`src/rtl/pc_fetch_ctrl_pkg.sv`:
```
// Shared definitions for the fetch sequencer: state encodings, default
// vectors and PC helpers.
package pc_fetch_ctrl_pkg;

  localparam int          INST_W       = 32;
  localparam logic [31:0] PC_STEP      = 32'd4;
  localparam logic [31:0] DEF_RESET_PC = 32'h0000_0000;
  localparam logic [31:0] DEF_TRAP_VEC = 32'h0000_0100;

  typedef enum logic [1:0] {
    ST_BOOT    = 2'd0,
    ST_FETCH   = 2'd1,
    ST_WAIT_ID = 2'd2,
    ST_HALT    = 2'd3
  } fetch_state_t;

  // Word-align a branch target by clearing the two low bits.
  function automatic logic [31:0] align_pc(input logic [31:0] a);
    return a & ~32'h3;
  endfunction

endpackage

```
`src/rtl/pc_fetch_ctrl_if.sv`:
```
// Fetch-side bus bundle: instruction-memory read port plus the IF/ID
// valid/ready hand-off. The master side is the fetch sequencer.
interface pc_fetch_ctrl_if;
  import pc_fetch_ctrl_pkg::*;

  logic              imem_req;
  logic [31:0]       imem_addr;
  logic              imem_ack;
  logic [INST_W-1:0] imem_rdata;
  logic              id_valid;
  logic              id_ready;
  logic [31:0]       id_pc;
  logic [INST_W-1:0] id_inst;

  modport master (
    output imem_req, imem_addr, id_valid, id_pc, id_inst,
    input  imem_ack, imem_rdata, id_ready
  );

  modport slave (
    input  imem_req, imem_addr, id_valid, id_pc, id_inst,
    output imem_ack, imem_rdata, id_ready
  );

endinterface

```
`src/rtl/pc_fetch_ctrl_out_reg.sv`:
```
// Valid/ready output register between fetch and decode. Holds one
// instruction with its PC; a flush empties it without touching the data.
module fetch_out_reg
  import pc_fetch_ctrl_pkg::*;
(
  input  logic              clk,
  input  logic              reset,
  input  logic              flush,
  input  logic              cap,
  input  logic [31:0]       cap_pc,
  input  logic [INST_W-1:0] cap_inst,
  input  logic              ready,
  output logic              valid,
  output logic [31:0]       pc,
  output logic [INST_W-1:0] inst
);

  // Load on capture, drop on flush or consumption, otherwise hold.
  always_ff @(posedge clk or posedge reset) begin
    if (reset) begin
      valid <= 1'b0;
      pc    <= '0;
      inst  <= '0;
    end else begin
      if (cap) begin
        pc   <= cap_pc;
        inst <= cap_inst;
      end
      if (flush)
        valid <= 1'b0;
      else if (cap)
        valid <= 1'b1;
      else if (valid && ready)
        valid <= 1'b0;
    end
  end

endmodule

```
`src/rtl/pc_fetch_ctrl.sv`:
```
// Fetch sequencer: owns the PC, issues one instruction-memory read at a
// time, applies redirects/traps/halt and hands fetched words to decode.
module pc_fetch_ctrl
  import pc_fetch_ctrl_pkg::*;
#(
  parameter logic [31:0] RESET_PC = DEF_RESET_PC,
  parameter logic [31:0] TRAP_VEC = DEF_TRAP_VEC
) (
  input  logic                 clk,
  input  logic                 reset,
  pc_fetch_ctrl_if.master      bus,
  input  logic                 redirect,
  input  logic [31:0]          redirect_pc,
  input  logic                 trap,
  input  logic                 halt,
  output logic                 halted
);

  fetch_state_t state, state_nxt;
  logic [31:0]  pc;
  logic [31:0]  addr_q;   // address of the request currently on the bus
  logic         busy;     // a request was issued earlier and is still unacked
  logic         kill;     // the outstanding request belongs to a stale path
  logic         redir;
  logic         issue_ok;
  logic         cap;

  assign redir    = (redirect || trap) && (state != ST_BOOT);
  assign issue_ok = !bus.id_valid || bus.id_ready;

  // An unacked request is never withdrawn; a new one needs room downstream.
  assign bus.imem_req  = busy || ((state == ST_FETCH) && !halt && issue_ok);
  assign bus.imem_addr = busy ? addr_q : pc;
  assign cap           = bus.imem_req && bus.imem_ack && !kill && !redir;
  assign halted        = (state == ST_HALT) && !busy && halt;

  // State register.
  always_ff @(posedge clk or posedge reset) begin
    if (reset) state <= ST_BOOT;
    else       state <= state_nxt;
  end

  // Next-state selection; a redirect or trap always restarts the sequence.
  always_comb begin
    state_nxt = state;
    case (state)
      ST_BOOT:    state_nxt = ST_FETCH;
      ST_FETCH: begin
        if (busy) begin
          if (bus.imem_ack && halt) state_nxt = ST_HALT;
        end else if (halt) begin
          state_nxt = ST_HALT;
        end else if (!issue_ok) begin
          state_nxt = ST_WAIT_ID;
        end
      end
      ST_WAIT_ID: if (bus.id_ready) state_nxt = ST_FETCH;
      ST_HALT:    if (!halt) state_nxt = ST_FETCH;
      default:    state_nxt = ST_BOOT;
    endcase
    if (redir) state_nxt = halt ? ST_HALT : ST_FETCH;
  end

  // PC, outstanding-request and kill tracking.
  always_ff @(posedge clk or posedge reset) begin
    if (reset) begin
      pc   <= RESET_PC;
      busy <= 1'b0;
      kill <= 1'b0;
    end else begin
      if (redir)
        pc <= trap ? TRAP_VEC : align_pc(redirect_pc);
      else if (cap)
        pc <= bus.imem_addr + PC_STEP;
      busy <= bus.imem_req && !bus.imem_ack;
      if (redir && bus.imem_req && !bus.imem_ack)
        kill <= 1'b1;
      else if (bus.imem_req && bus.imem_ack)
        kill <= 1'b0;
    end
  end

  // Latch the address when a request goes unacked so it stays put even if
  // the PC is redirected underneath it.
  always_ff @(posedge clk) begin
    if (bus.imem_req && !bus.imem_ack && !busy)
      addr_q <= pc;
  end

  fetch_out_reg u_out (
    .clk      (clk),
    .reset    (reset),
    .flush    (redir),
    .cap      (cap),
    .cap_pc   (bus.imem_addr),
    .cap_inst (bus.imem_rdata),
    .ready    (bus.id_ready),
    .valid    (bus.id_valid),
    .pc       (bus.id_pc),
    .inst     (bus.id_inst)
  );

endmodule

```
`src/flat_wrapper.sv`:
```
// flat-port wrapper written by rule: the top's interface ports become plain ports
module pc_fetch_ctrl_flat import pc_fetch_ctrl_pkg::*;
#(
  parameter logic [31:0] RESET_PC = DEF_RESET_PC,
  parameter logic [31:0] TRAP_VEC = DEF_TRAP_VEC
)
  (clk, reset, redirect, redirect_pc, trap, halt, halted, bus_imem_req, bus_imem_addr, bus_id_valid, bus_id_pc, bus_id_inst, bus_imem_ack, bus_imem_rdata, bus_id_ready);
  pc_fetch_ctrl_if bus_i ();
  input  logic clk;
  input  logic reset;
  input  logic redirect;
  input  logic [31:0] redirect_pc;
  input  logic trap;
  input  logic halt;
  output logic halted;
  output wire logic [$bits(bus_i.imem_req)-1:0] bus_imem_req;
  output wire logic [$bits(bus_i.imem_addr)-1:0] bus_imem_addr;
  output wire logic [$bits(bus_i.id_valid)-1:0] bus_id_valid;
  output wire logic [$bits(bus_i.id_pc)-1:0] bus_id_pc;
  output wire logic [$bits(bus_i.id_inst)-1:0] bus_id_inst;
  input wire logic [$bits(bus_i.imem_ack)-1:0] bus_imem_ack;
  input wire logic [$bits(bus_i.imem_rdata)-1:0] bus_imem_rdata;
  input wire logic [$bits(bus_i.id_ready)-1:0] bus_id_ready;
  assign bus_imem_req = bus_i.imem_req;
  assign bus_imem_addr = bus_i.imem_addr;
  assign bus_id_valid = bus_i.id_valid;
  assign bus_id_pc = bus_i.id_pc;
  assign bus_id_inst = bus_i.id_inst;
  assign bus_i.imem_ack = bus_imem_ack;
  assign bus_i.imem_rdata = bus_imem_rdata;
  assign bus_i.id_ready = bus_id_ready;
  pc_fetch_ctrl #(.RESET_PC(RESET_PC), .TRAP_VEC(TRAP_VEC)) u_core (.clk(clk), .reset(reset), .bus(bus_i), .redirect(redirect), .redirect_pc(redirect_pc), .trap(trap), .halt(halt), .halted(halted));
endmodule
```
`config.mk`:
```
export PLATFORM = sky130hd
export DESIGN_NAME = pc_fetch_ctrl_flat
export DESIGN_NICKNAME = d
export VERILOG_FILES = /design/src/rtl/pc_fetch_ctrl_pkg.sv /design/src/rtl/pc_fetch_ctrl_if.sv /design/src/rtl/pc_fetch_ctrl_out_reg.sv /design/src/rtl/pc_fetch_ctrl.sv /design/src/flat_wrapper.sv
export SDC_FILE = /design/constraint.sdc
export NUM_CORES = 1
export LEC_CHECK = 0
export BUFFER_PORTS_ARGS = -buffer_cell sky130_fd_sc_hd__clkbuf_2
export CORE_MARGIN = 2
export CORE_UTILIZATION = 35
export DETAILED_ROUTE_END_ITERATION = 8
export PLACE_DENSITY = 0.59
export RECOVER_POWER = 50
export SKIP_LAST_GASP = 1
export SYNTH_ARGS = -nofsm -noshare
export SYNTH_HDL_FRONTEND = slang
export SYNTH_SLANG_ARGS = --single-unit
```
`constraint.sdc`:
```
create_clock -name clk -period 5.05 [get_ports clk]
set_clock_uncertainty 0.15 [all_clocks]
set_input_delay 0.505 -clock clk [delete_from_list [all_inputs] [get_ports clk]]
set_output_delay 0.505 -clock clk [all_outputs]
set_load 0.05 [all_outputs]
```
==> impl_metrics.tcl <==
set metrics [dict create \
    ant_nets 0 \
    post_cts_resized 0 \
    finalCritPeriodShare_pct 66.4 \
    period_needed_ns 3.35 \
    setup-violations-final 0 \
    synth_flop_cell "dfrtp_1" \
    dieArea_sq_um 19100 \
    ys_async_sr_fraction_pct 75.9 \
    area_growth_pct 25.7 \
    num_vias 5158 \
    violations "max-capacitance violations, max-slew violations" \
    floorplan.initialDensity_pct 35.4 \
    clockBufferDepth 2 \
    grt_pass1_wl_um 28000 \
    fp.coreArea_sq_um 17800 \
    maxSlewViolCount 72 \
    layout_commonest_cell "nand2_1" \
    synthAdderAreaFrac_pct 0.199 \
    max_freq_mhz 298 \
    min_path_type "in -> reg" \
    syn_inst 637 \
    post-synth-top-area-cell "dfrtp_1" \
    worstPathArrival_ns 2.70 \
    cts_tree "yes" \
    grt_pass1_vias 5070 \
    placed_area_sq_um 7330 \
    synth_cell_type_count 49 \
    diodes 0 \
    ys_seq_elements 133 \
    synth-compound-area-share_pct 10.3 \
    wl_um 17300 \
    syn-num-nets 709 \
    dieWidth_um 138 \
    grt_overflow_total 0 \
    p_leak_nw 3.61 \
    grt_max_degree 90 \
    fin_nets 870 \
    tightest_slew_ns 3.32 \
    synth_seq_area_share_pct 55.5 \
    drv_cap 1 \
    rsz0062_at_grt "false" \
    hold_violations 0 \
    h-tree-depth 4 \
    holdBufCountCts 0 \
    synth_edf_count 32 \
    finish.instance_area_sq_um 7910 \
    antenna_found_initial 1 \
    syn_area_per_cell_sq_um 9.87 \
    synth_top_family_by_area "simple AND/OR/NAND/NOR gates" \
    clk_pin_slew_ns 0.06 \
    path_max_fanout 53 \
    root_buffer "clkbuf_16" \
    gp_congestion 0.763 \
    status "finished with violations" \
    required_ns 4.39 \
    max-slew-margin-rel_pct -122 \
    endpoint_kind "output pin" \
    drt_first_pass_iters 4 \
    synth_area_leaders "dfrtp_1 40%, edfxtp_1 15%, nand2_1 11%, mux2_2 3.4%, xnor2_1 2.8%" \
    crit_type "reg -> out" \
    cts_setup_buffers 0 \
    clock-sinks 133 \
    hpwlAfterDp_um 11700 \
    synthMuxAreaShare_pct 5.31 \
    irDropWorstVdd_v 0.000263 \
    drive_gt1_share_pct 25.3 \
    final_core_util_pct 44.5 \
    grt_usage_pct 18.7 \
    die-height_um 138 \
    final_cell_mix "191 x nand2_1, 121 x clkbuf_2, 101 x dfrtp_1" \
    ioPinCount 170 \
    fin_setup_tns_ns 0 \
    portBuffers 167 \
    ys_warn_count 0 \
    first_iter_violations 311 \
    drc 0 \
    synth_top_area_share_pct 40.2 \
    clk_latency_ns 0.42 \
    row_count 49 \
    pwr_density_cell_nw_per_um2 533 \
    wl_per_cell_um 16.6 \
    start_kind "flip-flop" \
    whs_ns 0.122 \
    synthSimpleGateAreaFrac_pct 21.6 \
    via_per_inst 4.96 \
    total_power_w 0.00422 \
    numCtsBuffers 17 \
    syn-cell-area_sq_um 6290 \
    synth_xor_area_share_pct 3.62 \
]
final timing paths:
check / from / to / slack, ns / cells past startpoint
min reg2reg: u_core.u_out.pc[10]$_DFFE_PP0P_ / u_core.u_out.pc[10]$_DFFE_PP0P_ / 0.32 / 2
max reg2reg: u_core.busy$_DFF_PP0_ / u_core.pc[23]$_DFFE_PP0P_ / 1.77 / 5
max: u_core.busy$_DFF_PP0_ / bus_imem_addr[22] / 1.70 / 4
max in group asynchronous: reset / u_core.u_out.pc[4]$_DFFE_PP0P_ / 2.28 / 3
min: bus_imem_rdata[27] / u_core.u_out.inst[27]$_DFFE_PP0P_ / 0.12 / 3
min in group asynchronous: reset / u_core.u_out.inst[7]$_DFFE_PP0P_ / 0.87 / 2
routing by layer:
layer | share of wire [%] | GRT usage (%) | routed length [um] | vias up
met4 | 0.70 | 4.51 | 122 | 0
met1 | 47 | 25.8 | 8070 | 2472
met3 | 7.1 | 6.37 | 1220 | 11
met5 | 0 | 0 | 0 | -
li1 | - | - | - | 2519
met2 | 46 | 28.5 | 7890 | 156
per-stage QoR:
stage               std cells  setup slack [ns]
floorplan                 637              1.13
global placement         1008              1.79
detailed placement       1008              1.84
CTS                      1040              1.93
global route             1040              1.43
finish                   1040              1.70
flip-flops by register name, summed over array words and instances, names as in the netlist:
register and cells:
u_core.pc 32, u_core.busy 1, u_core.u_out.inst 32, u_core.u_out.pc 32, u_core.kill 1, u_core.addr_q 32, u_core.state 2, u_core.u_out.valid 1
worst max-delay path, cell delays in order, from the launching register on:
cell and delay [ns]:
dfrtp_1 0.80, buf_4 0.64, mux2i_1 0.39, inv_1 0.16, clkbuf_2 0.27
report_power, final:
| part | internal, W | switching, W |
|---|---|---|
| logic | 0.000275 | 0.00111 |
| clock network | 0.000870 | 0.000480 |
| registers | 0.00133 | 0.000143 |
| total | 0.00248 | 0.00174 |
layout make-up:
cell class / instances / area (sq um)
Tap cell: 229 / 287
Fill cell: 1775 / 9870
Clock inverter: 15 / 210
Clock buffer: 17 / 425
Inverter: 16 / 61.3
Multi-Input combinational cell: 456 / 2610
Sequential cell: 133 / 3490
Timing Repair Buffer: 174 / 831
cell usage after synthesis (all sizes together) (3+ instances only):
| cell | n |
|---|---|
| nand4b | 5 |
| a211oi | 6 |
| a31oi | 9 |
| inv | 16 |
| xor2 | 6 |
| nor3 | 12 |
| nand4 | 10 |
| nand3b | 6 |
| clkbuf | 20 |
| mux2i | 12 |
| a21oi | 26 |
| nand3 | 21 |
| a22oi | 20 |
| nand2b | 4 |
| o21ai | 37 |
| nor4 | 4 |
| xnor2 | 20 |
| mux2 | 19 |
| dfrtp | 101 |
| buf | 12 |
| nand2 | 192 |
| and3 | 3 |
| edfxtp | 32 |
| nor2 | 32 |
logic make-up (layout without fill, tap and decap cells):
logic type                 count (synthesis)  in the layout
xor gates and xnor gates                  26             26
DFF                                      133            133
AOI/OAI and AO/OA                        103            103
muxes                                     31             31
adders and majority gates                  1              1
and+or+nand+nor                          295            295
buffers and inverters                     48            222
(Power assumes the default switching activity.)
